==> config.mk <==
export PLATFORM = sky130hd
export DESIGN_NAME = add_arbiter
export DESIGN_NICKNAME = d
export VERILOG_FILES = /design/src/rtl/add_arbiter.sv
export SDC_FILE = /design/constraint.sdc
export NUM_CORES = 1
export LEC_CHECK = 0
export BUFFER_PORTS_ARGS = -buffer_cell sky130_fd_sc_hd__buf_2
export CORE_AREA = 4 4 117 119
export CTS_BUF_LIST = sky130_fd_sc_hd__clkbuf_2
export DETAILED_ROUTE_END_ITERATION = 8
export DIE_AREA = 0 0 121 123
export GPL_ROUTABILITY_DRIVEN = 0
export PLACE_DENSITY_LB_ADDON = 0.3
export REMOVE_ABC_BUFFERS = 1
export SLEW_MARGIN = 25
export SYNTH_ARGS = -nofsm -noshare
export SYNTH_HDL_FRONTEND = slang
export SYNTH_SLANG_ARGS = --single-unit
==> constraint.sdc <==
create_clock -name clk -period 5.52 [get_ports clk]
set_input_delay 0.276 -clock clk [delete_from_list [all_inputs] [get_ports clk]]
set_output_delay 0.276 -clock clk [all_outputs]
set_load 0.02 [all_outputs]
==> src/rtl/add_arbiter.sv <==
// add_arbiter
//   Two-requester front end for one shared combinational adder. A requester
//   hands over operands with a valid/ready handshake. The arbiter registers
//   them, drives the external adder for one cycle, and captures the result.
//   It then presents the result to the requester that owns the operation
//   until that requester consumes it. Only one operation is in flight at a
//   time. Ties are broken round-robin.
//
// Ports
//   clk, rst                 clock; asynchronous active-high reset
//   req{0,1}_valid/_ready    request handshake
//   req{0,1}_a/_b/_cin       operands and carry-in
//   rsp{0,1}_valid/_ready    response handshake
//   rsp{0,1}_sum/_cout/_of   result fields (meaningful for the owner only)
//   add_a/_b/_cin            registered operands toward the shared adder
//   add_sum/_cout/_of        shared adder results
//   busy                     high whenever the FSM is not idle
//
// state | meaning
// ------+---------------------------------------------------------------
// IDLE  | waiting for a request; ready goes to the granted requester
// EXEC  | operands sit on the adder; its outputs are captured this cycle
// RESP  | result is held for the owner until its rsp_ready
module add_arbiter #(
  parameter int WIDTH = 32
) (
  input  logic             clk,
  input  logic             rst,
  input  logic             req0_valid,
  output logic             req0_ready,
  input  logic [WIDTH-1:0] req0_a,
  input  logic [WIDTH-1:0] req0_b,
  input  logic             req0_cin,
  input  logic             req1_valid,
  output logic             req1_ready,
  input  logic [WIDTH-1:0] req1_a,
  input  logic [WIDTH-1:0] req1_b,
  input  logic             req1_cin,
  output logic             rsp0_valid,
  input  logic             rsp0_ready,
  output logic [WIDTH-1:0] rsp0_sum,
  output logic             rsp0_cout,
  output logic             rsp0_of,
  output logic             rsp1_valid,
  input  logic             rsp1_ready,
  output logic [WIDTH-1:0] rsp1_sum,
  output logic             rsp1_cout,
  output logic             rsp1_of,
  output logic [WIDTH-1:0] add_a,
  output logic [WIDTH-1:0] add_b,
  output logic             add_cin,
  input  logic [WIDTH-1:0] add_sum,
  input  logic             add_cout,
  input  logic             add_of,
  output logic             busy
);

  typedef enum logic [1:0] {
    IDLE = 2'd0,
    EXEC = 2'd1,
    RESP = 2'd2
  } state_t;

  state_t state, next_state;

  logic             prio;   // tie winner: 0 = req0, 1 = req1
  logic             owner;  // requester of the operation in flight
  logic [WIDTH-1:0] op_a, op_b;
  logic             op_cin;
  logic [WIDTH-1:0] res_sum;
  logic             res_cout, res_of;

  logic grant0, grant1, accept, consume;

  // Grants include the valids, so a grant is already a handshake. The rst
  // term keeps ready low while reset is held even though IDLE is active.
  assign grant0 = !rst && req0_valid && (!req1_valid || !prio);
  assign grant1 = !rst && req1_valid && (!req0_valid ||  prio);

  always_ff @(posedge clk or posedge rst) begin
    if (rst) state <= IDLE;
    else     state <= next_state;
  end

  always_comb begin
    next_state = state;
    req0_ready = 1'b0;
    req1_ready = 1'b0;
    rsp0_valid = 1'b0;
    rsp1_valid = 1'b0;
    accept     = 1'b0;
    consume    = 1'b0;
    case (state)
      IDLE: begin
        req0_ready = grant0;
        req1_ready = grant1;
        accept     = grant0 || grant1;
        if (accept) next_state = EXEC;
      end
      EXEC: next_state = RESP;
      RESP: begin
        rsp0_valid = !owner;
        rsp1_valid =  owner;
        // rsp_ready from the non-owner is deliberately not looked at
        consume    = owner ? rsp1_ready : rsp0_ready;
        if (consume) next_state = IDLE;
      end
      default: next_state = IDLE;
    endcase
  end

  always_ff @(posedge clk or posedge rst) begin
    if (rst) begin
      prio     <= 1'b0;
      owner    <= 1'b0;
      op_a     <= '0;
      op_b     <= '0;
      op_cin   <= 1'b0;
      res_sum  <= '0;
      res_cout <= 1'b0;
      res_of   <= 1'b0;
    end else begin
      if (accept) begin
        owner  <= grant1;
        op_a   <= grant1 ? req1_a   : req0_a;
        op_b   <= grant1 ? req1_b   : req0_b;
        op_cin <= grant1 ? req1_cin : req0_cin;
      end
      if (state == EXEC) begin
        res_sum  <= add_sum;
        res_cout <= add_cout;
        res_of   <= add_of;
      end
      if (consume) prio <= !owner;
    end
  end

  // The adder sees only registers, so no request-side glitches reach it.
  assign add_a   = op_a;
  assign add_b   = op_b;
  assign add_cin = op_cin;

  assign rsp0_sum  = res_sum;
  assign rsp0_cout = res_cout;
  assign rsp0_of   = res_of;
  assign rsp1_sum  = res_sum;
  assign rsp1_cout = res_cout;
  assign rsp1_of   = res_of;

  assign busy = (state != IDLE);

endmodule

==> results of run 1 <==
cells in the final DEF, fill, tap and decap left out, types with 3 or more instances in the layout:
cell / n
a31oi_2: 14
a31oi_1: 52
or3b_1: 65
buf_2: 307
o21ai_1: 10
a21oi_1: 66
clkinvlp_4: 3
buf_4: 6
mux2_1: 34
o21ai_0: 58
clkbuf_2: 10
dlygate4sd3_1: 168
dfrtp_1: 103
worst max path at each step:
stage / slack (ns) / startpoint / cells after the start / end
detailed placement: 2.96 / req1_valid / 7 / add_a[21]
global placement: 3.03 / req1_valid / 7 / add_a[1]
CTS: 2.29 / prio / 4 / req1_ready
global route: 2.54 / prio / 5 / req1_ready
finish: 2.79 / prio / 5 / req1_ready
floorplan: 1.91 / state[0] / 4 / add_a[0]
layer usage:
metal  vias up  part of all wire  GRT usage
li1       2651                 -          -
met1      2687              0.38      0.285
met2       294              0.50      0.434
met3        36             0.088     0.0640
met4         0             0.033      0.113
met5         -                 0          0
metrics by stage:
step	instances	worst slack (ns)	hold WS, ns	area, µm²	util
detailed placement	906	2.96	0.439	6620	0.527
finish	1092	2.79	0.321	8460	0.673
CTS	1090	2.29	0.258	8420	0.670
global route	1092	2.54	0.311	8460	0.673
global placement	906	3.03	0.432	6620	0.527
floorplan	421	1.91	0.408	4820	-
critical path, cell delays in order (launching register included):
cell	delay, ns
dfrtp_1	0.49
nor2b_4	0.30
buf_12	0.24
buf_4	0.48
nor3_1	0.13
buf_2	0.19
layout make-up:
type / instances / area share
Clock buffer: 10 / 0.00592
Clock inverter: 6 / 0.00725
Inverter: 4 / 0.00207
Multi-Input combinational cell: 314 / 0.264
Sequential cell: 103 / 0.305
Tap cell: 172 / 0.0254
Timing Repair Buffer: 483 / 0.391
repair_timing:
item                                   4_1_cts  5_1_grt
endpoints found under the hold margin      150        0
hold buffers                               168        0
buffers inserted                             0        0
flip-flops by register name, indices dropped and copies added (netlist names):
| signal | count |
|---|---|
| rsp0_cout | 1 |
| state | 2 |
| add_b | 32 |
| prio | 1 |
| owner | 1 |
| add_a | 32 |
| rsp0_of | 1 |
| rsp0_sum | 32 |
| add_cin | 1 |
cells by family (layout without fill, tap and decap cells):
group,count (synthesis),in the layout
DFF,103,103
AOI/OAI and AO/OA,201,201
and+or+nand+nor,79,79
buffers and inverters,91,503
muxes,34,34
power groups by stage:
stage                     combinational (mW)  clock [mW]  sequential, mW
after CTS                               2.38       0.366            1.38
after global placement                  1.95           0            1.38
after global routing                    2.59       0.394            1.43
final                                   2.41       0.353            1.39
after detailed placement                1.98           0            1.39
after floorplan                        0.568           0            1.98
==> metrics.md, run 1 <==
| Metric | Value |
|---|---|
| Status | `finished clean` |
| CTS tree | `built` |
| Main synth FF type | `dfrtp_1` |
| Reg area | `0.00258 mm²` |
| Clock transition at path regs | `0.28 ns` |
| Post-cts gate resize count | `0` |
| Drt drc | `0` |
| Max clock buf depth | `2` |
| Total CTS buffers | `9` |
| Largest family of logic cells by synthesized area | `compound AO/OA/AOI/OAI gates` |
| Simple-Gate Fraction of Synth Area | `0.123` |
| FF-to-FF Start | `state[1]` |
| Power per cell area | `492 mW/mm²` |
| R2r setup slk | `2.87 ns` |
| Leak | `3.79 nW` |
| Synth Register Bits | `103` |
| Worst Max-Slew Pin Slew | `0.732 ns` |
| Clock Sink Count | `103` |
| Yosys cell types | `27` |
| Total core area | `0.0126 mm²` |
| Post-synth top cells | `103 x dfrtp_1, 66 x a21oi_1, 65 x or3b_1` |
| Most frequent cell after synthesis | `dfrtp_1` |
| Post-synthesis share of cell area spent on xor and xnor gates | `0` |
| RR Endpoint | `add_cin` |
| Area of the multi-input gates | `0.00223 mm²` |
| Sw Pwr | `1.91 mW` |
| Root Buffer | `clkbuf_2` |
| Worst Path Arrival | `2.46 ns` |
| Cells after Synth | `508` |
| Iter 0 DRT Violations | `347` |
| Die H | `123 µm` |
| Startpoint types | `flip-flop` |
| Largest net degree at the start of global routing | `132` |
| FF-to-FF path depth | `6` |
| Max Cap Viol | `0` |
| Post-Synth Adder-Cell Area | `0` |
| Register area share after synthesis | `0.476` |
| Mapped Area | `0.00542 mm²` |
| DR vias | `5668` |
| Pre-Repair DR Iteration Count | `4` |
| Comb pwr share | `0.580` |
| Design Power | `4.16 mW` |
| Crit share post-route | `0.495` |
| Worst skew pair latency | `0.59 ns` |
| Sw Share | `0.458` |
| Worst vdd ir | `0.221 mV` |
| Max Transition Viols Final | `0` |
| Vias in the first global route | `5762` |
| Final setup viols | `0` |
| Total gr overflow | `0` |
| Worst hold path type | `in2async` |
| H-tree Lvls | `3` |
| Clock share of power | `0.085` |
| Mux contribution to synthesized area | `0.0707` |
| P_int | `2.25 mW` |
| Max Fclk | `366 MHz` |
| Area leader, netlist | `dfrtp_1` |
| Setup TNS | `0 ns` |
| Final nets | `1085` |
| Cell Rows | `41` |
| Routed wire length per instance | `17.4 µm` |
| Post-synthesis compound-gate area fraction | `0.218` |
| # port buffers | `307` |
| Synth warnings | `0` |
| Initial antenna violation count | `0` |
| Die ar. | `0.0149 mm²` |
| Critical-path maximum fanout | `73` |
| Kind of critical path | `reg2out` |
| Area growth, synth to finish | `56.1%` |
| Number of flops mapped to enable cells by yosys | `0` |
| Routed Antenna Nets | `0` |
| # diodes | `0` |
| Hpwl dp | `11.9 mm` |
| Starting Density | `0.431` |
| Die outline width | `121 µm` |
| Post-synth top area share | `0.476` |
| Unrepaired setup endpoints after global routing | `false` |
| Routed Wire Length | `19.0 mm` |
| Flop pwr share | `0.335` |
| Hold Vio Cnt, Final | `0` |
| Fill count | `912` |
| Post-synth ARST share | `1.00` |
| Synth top area cells | `dfrtp_1 48%, or3b_1 11%, mux2_1 7.1%` |
| Mapped Avg Cell Area | `10.7 µm²` |
| Tot GR Track Use | `0.248` |
| First-pass GRT wire length | `29.2 mm` |
| Crit path time final | `2.73 ns` |
| # IOs | `308` |
| Worst path required time | `5.24 ns` |
| Ratio of cells with drive above 1 in the final layout | `0.382` |
| Mean number of vias per cell | `5.19` |
| Slew headroom | `0.512` |
| CP Capture Type | `primary output` |
| Skew final | `0.0301 ns` |
Note: power is estimated with default switching activity, not from simulation.
==> run 2: changes to the inputs <==
clock period = 2.7 ns   (was 5.52 ns; I/O delays follow)
==> run 2 against run 1 <==
  * Register-to-register slack worse by 2.5 ns
  * Highest routed layer unchanged
  * Wire length up 0.62%
  * Largest cell class unchanged
  * Critical path depth down 1
  * Worst hold slack worse by 0.23 ns
  * Clock power up 100%
  * Critical endpoint is now req0_ready
  * Sequential share of layout area down 0.094 points
  * Sequential power up 100%
  * Die area unchanged
  * Final cell count up 0.27%
  * Sequential cell count unchanged
  * Power up 100%
  * Clock skew about the same
==> metrics.md, run 2 (synthesis gave the netlist of run 1 again) <==
| Metric | Value |
|---|---|
| Setup crit start | `state[1]` |
| Worst Path Arrival | `2.30 ns (-0.16 ns)` |
| Routed wire length per instance | `17.4 µm (+0.34%)` |
| Total core area | `0.0126 mm² (unchanged)` |
| Sw Share | `0.457 (-0.00148)` |
| Worst path required time | `2.57 ns (-2.67 ns)` |
| Final nets | `1086 (+0.092%)` |
| Sw Pwr | `3.89 mW (+100%)` |
| Unrepaired setup endpoints after global routing | `false` |
| Status | `finished clean` |
| Power per cell area | `1000 mW/mm² (+100%)` |
| Area growth, synth to finish | `56.6%` |
| Drt drc | `0 (unchanged)` |
| Skew final | `0.0303 ns (+0.000190 ns)` |
| Layout Cells excl Fill | `1095 (+0.27%)` |
| Total CTS buffers | `9 (unchanged)` |
| CP max stage cell | `buf_4` |
| H-tree Lvls | `3 (unchanged)` |
| Hpwl dp | `11.9 mm (+0.25%)` |
| Die outline width | `121 µm (unchanged)` |
| Design Power | `8.51 mW (+100%)` |
| Kind of critical path | `reg2out` |
| Vias in the first global route | `5809 (+0.82%)` |
| Routed Wire Length | `19.1 mm (+0.62%)` |
| Ratio of cells with drive above 1 in the final layout | `0.380 (-0.00150)` |
| Clock transition at path regs | `0.28 ns (about the same)` |
| Worst Max-Slew Pin Slew | `0.753 ns (+0.0209 ns)` |
| Total gr overflow | `0 (unchanged)` |
| Mean number of vias per cell | `5.24 (+0.89%)` |
| Critical path, cell by cell | `nor3_4 -> buf_4 -> and3_1 -> buf_2` |
| Cell Rows | `41 (unchanged)` |
| Flop pwr share | `0.334 (about the same)` |
| Startpoint types | `flip-flop` |
| CP peak stage delay | `0.63 ns (+0.14 ns)` |
| Crit path time final | `2.44 ns` |
| Die H | `123 µm (unchanged)` |
| Fin worst setup slack | `0.260 ns (-2.53 ns)` |
| Placed cells | `908 (+0.22%)` |
| Root Buffer | `clkbuf_2` |
| DR vias | `5734 (+1.2%)` |
| Starting Density | `0.431 (unchanged)` |
| Final setup viols | `0 (unchanged)` |
| Placed Area | `0.00668 mm² (+0.79%)` |
| Post-layout util | `0.675 (+0.00209)` |
| Pre-Repair DR Iteration Count | `4 (unchanged)` |
| Die ar. | `0.0149 mm² (unchanged)` |
| CP Capture Type | `primary output` |
| Iter 0 DRT Violations | `318 (-8.4%)` |
| Worst vdd ir | `0.472 mV (+110%)` |
| Worst hold path type | `in2reg` |
| Critical-path maximum fanout | `66 (-9.6%)` |
| Final Cell Area | `0.00848 mm² (+0.31%)` |
| Pre-CTS WS | `0.910 ns (-2.05 ns)` |
| Comb pwr share | `0.581 (about the same)` |
| Clock Sink Count | `103 (unchanged)` |
| # IOs | `308 (unchanged)` |
| Clock share of power | `0.085 (about the same)` |
| Hold wc startpoint | `req1_valid` |
| Setup TNS | `0 ns (unchanged)` |
| First-pass GRT wire length | `29.4 mm (+0.92%)` |
| Max Cap Viol | `0 (unchanged)` |
| FF-to-FF Start | `state[1]` |
| Initial antenna violation count | `1 (+1)` |
| Post-cts gate resize count | `0 (unchanged)` |
| Commonest non-fill, non-tap cell in the layout | `buf_2` |
| Largest net degree at the start of global routing | `76 (-42%)` |
| Max Fclk | `410 MHz` |
| Max Transition Viols Final | `0 (unchanged)` |
| Tot GR Track Use | `0.247 (-0.000443)` |
| WHS | `0.0936 ns (-0.228 ns)` |
| Crit share post-route | `0.904` |
| Hold Vio Cnt, Final | `0 (unchanged)` |
| Leak | `3.81 nW (+0.51%)` |
| Fill count | `944 (+3.5%)` |
| P_int | `4.62 mW (+100%)` |
| Routed Antenna Nets | `0 (unchanged)` |
| Commonest cells after routing, fill and taps aside | `307 x buf_2, 169 x dlygate4sd3_1, 103 x dfrtp_1` |
| Slew headroom | `0.498 (-0.0139)` |
| Worst skew pair latency | `0.54 ns (-0.05 ns)` |
| # port buffers | `307 (unchanged)` |
| Max clock buf depth | `2 (unchanged)` |
| CTS tree | `built` |
[run 2: changes by cell type in the layout (fill, tap and decap cells not counted), sizes merged]
cell	previous run	this run
clkinv	2	4
clkinvlp	3	0
dlygate4sd3	168	169
diode	0	2
inv	4	5
[run 2: layout make-up]
cell class                 count  area, µm²  share of cell area
timing repair buffer         484       3330               0.392
sequential                   103       2580               0.304
multi-input combinational    314       2230               0.263
tap                          172        215              0.0254
clock inverter                 6       60.1             0.00708
clock buffer                  10       50.0             0.00590
inverter                       4       17.5             0.00206
antenna                        2       5.00            0.000590
[run 2: worst paths after layout]
kind | to | slack [ns] | cells after the start
worst min register to register | rsp0_sum[2] | 0.55 | 1
max in group asynchronous | rsp0_sum[10] | 1.74 | 4
worst max register to register | add_a[16] | 0.33 | 5
worst min-delay path | owner | 0.09 | 4
worst max-delay path | req0_ready | 0.26 | 4
min in group asynchronous | owner | 0.21 | 3
[run 2: critical path: cells and delay by family (launching register included)]
kind | cells | cell delay [ns]
buf+inv | 2 | 0.79
flops | 1 | 0.52
simple gates | 2 | 0.45
[run 2: routing by layer]
layer | up-vias | share of wire | wire (µm) | GRT usage
met5 | - | 0 | 0 | 0
met2 | 280 | 0.50 | 9620 | 0.440
met4 | 0 | 0.030 | 578 | 0.103
li1 | 2669 | - | - | -
met1 | 2737 | 0.38 | 7250 | 0.281
met3 | 48 | 0.085 | 1610 | 0.0659
[run 2: timing repair]
item                      in CTS  in global routing
hold buffers                 168                  1
hold endpoints to repair     149                  1
setup buffers                  0                  0
[run 2: power by group through the flow]
stage	clock network [mW]	registers (mW)	logic, mW
after floorplan	0	4.04	1.16
after global placement	0	2.80	4.02
after detailed placement	0	2.83	4.08
after CTS	0.749	2.81	4.89
after global routing	0.820	2.92	5.29
final	0.721	2.84	4.95
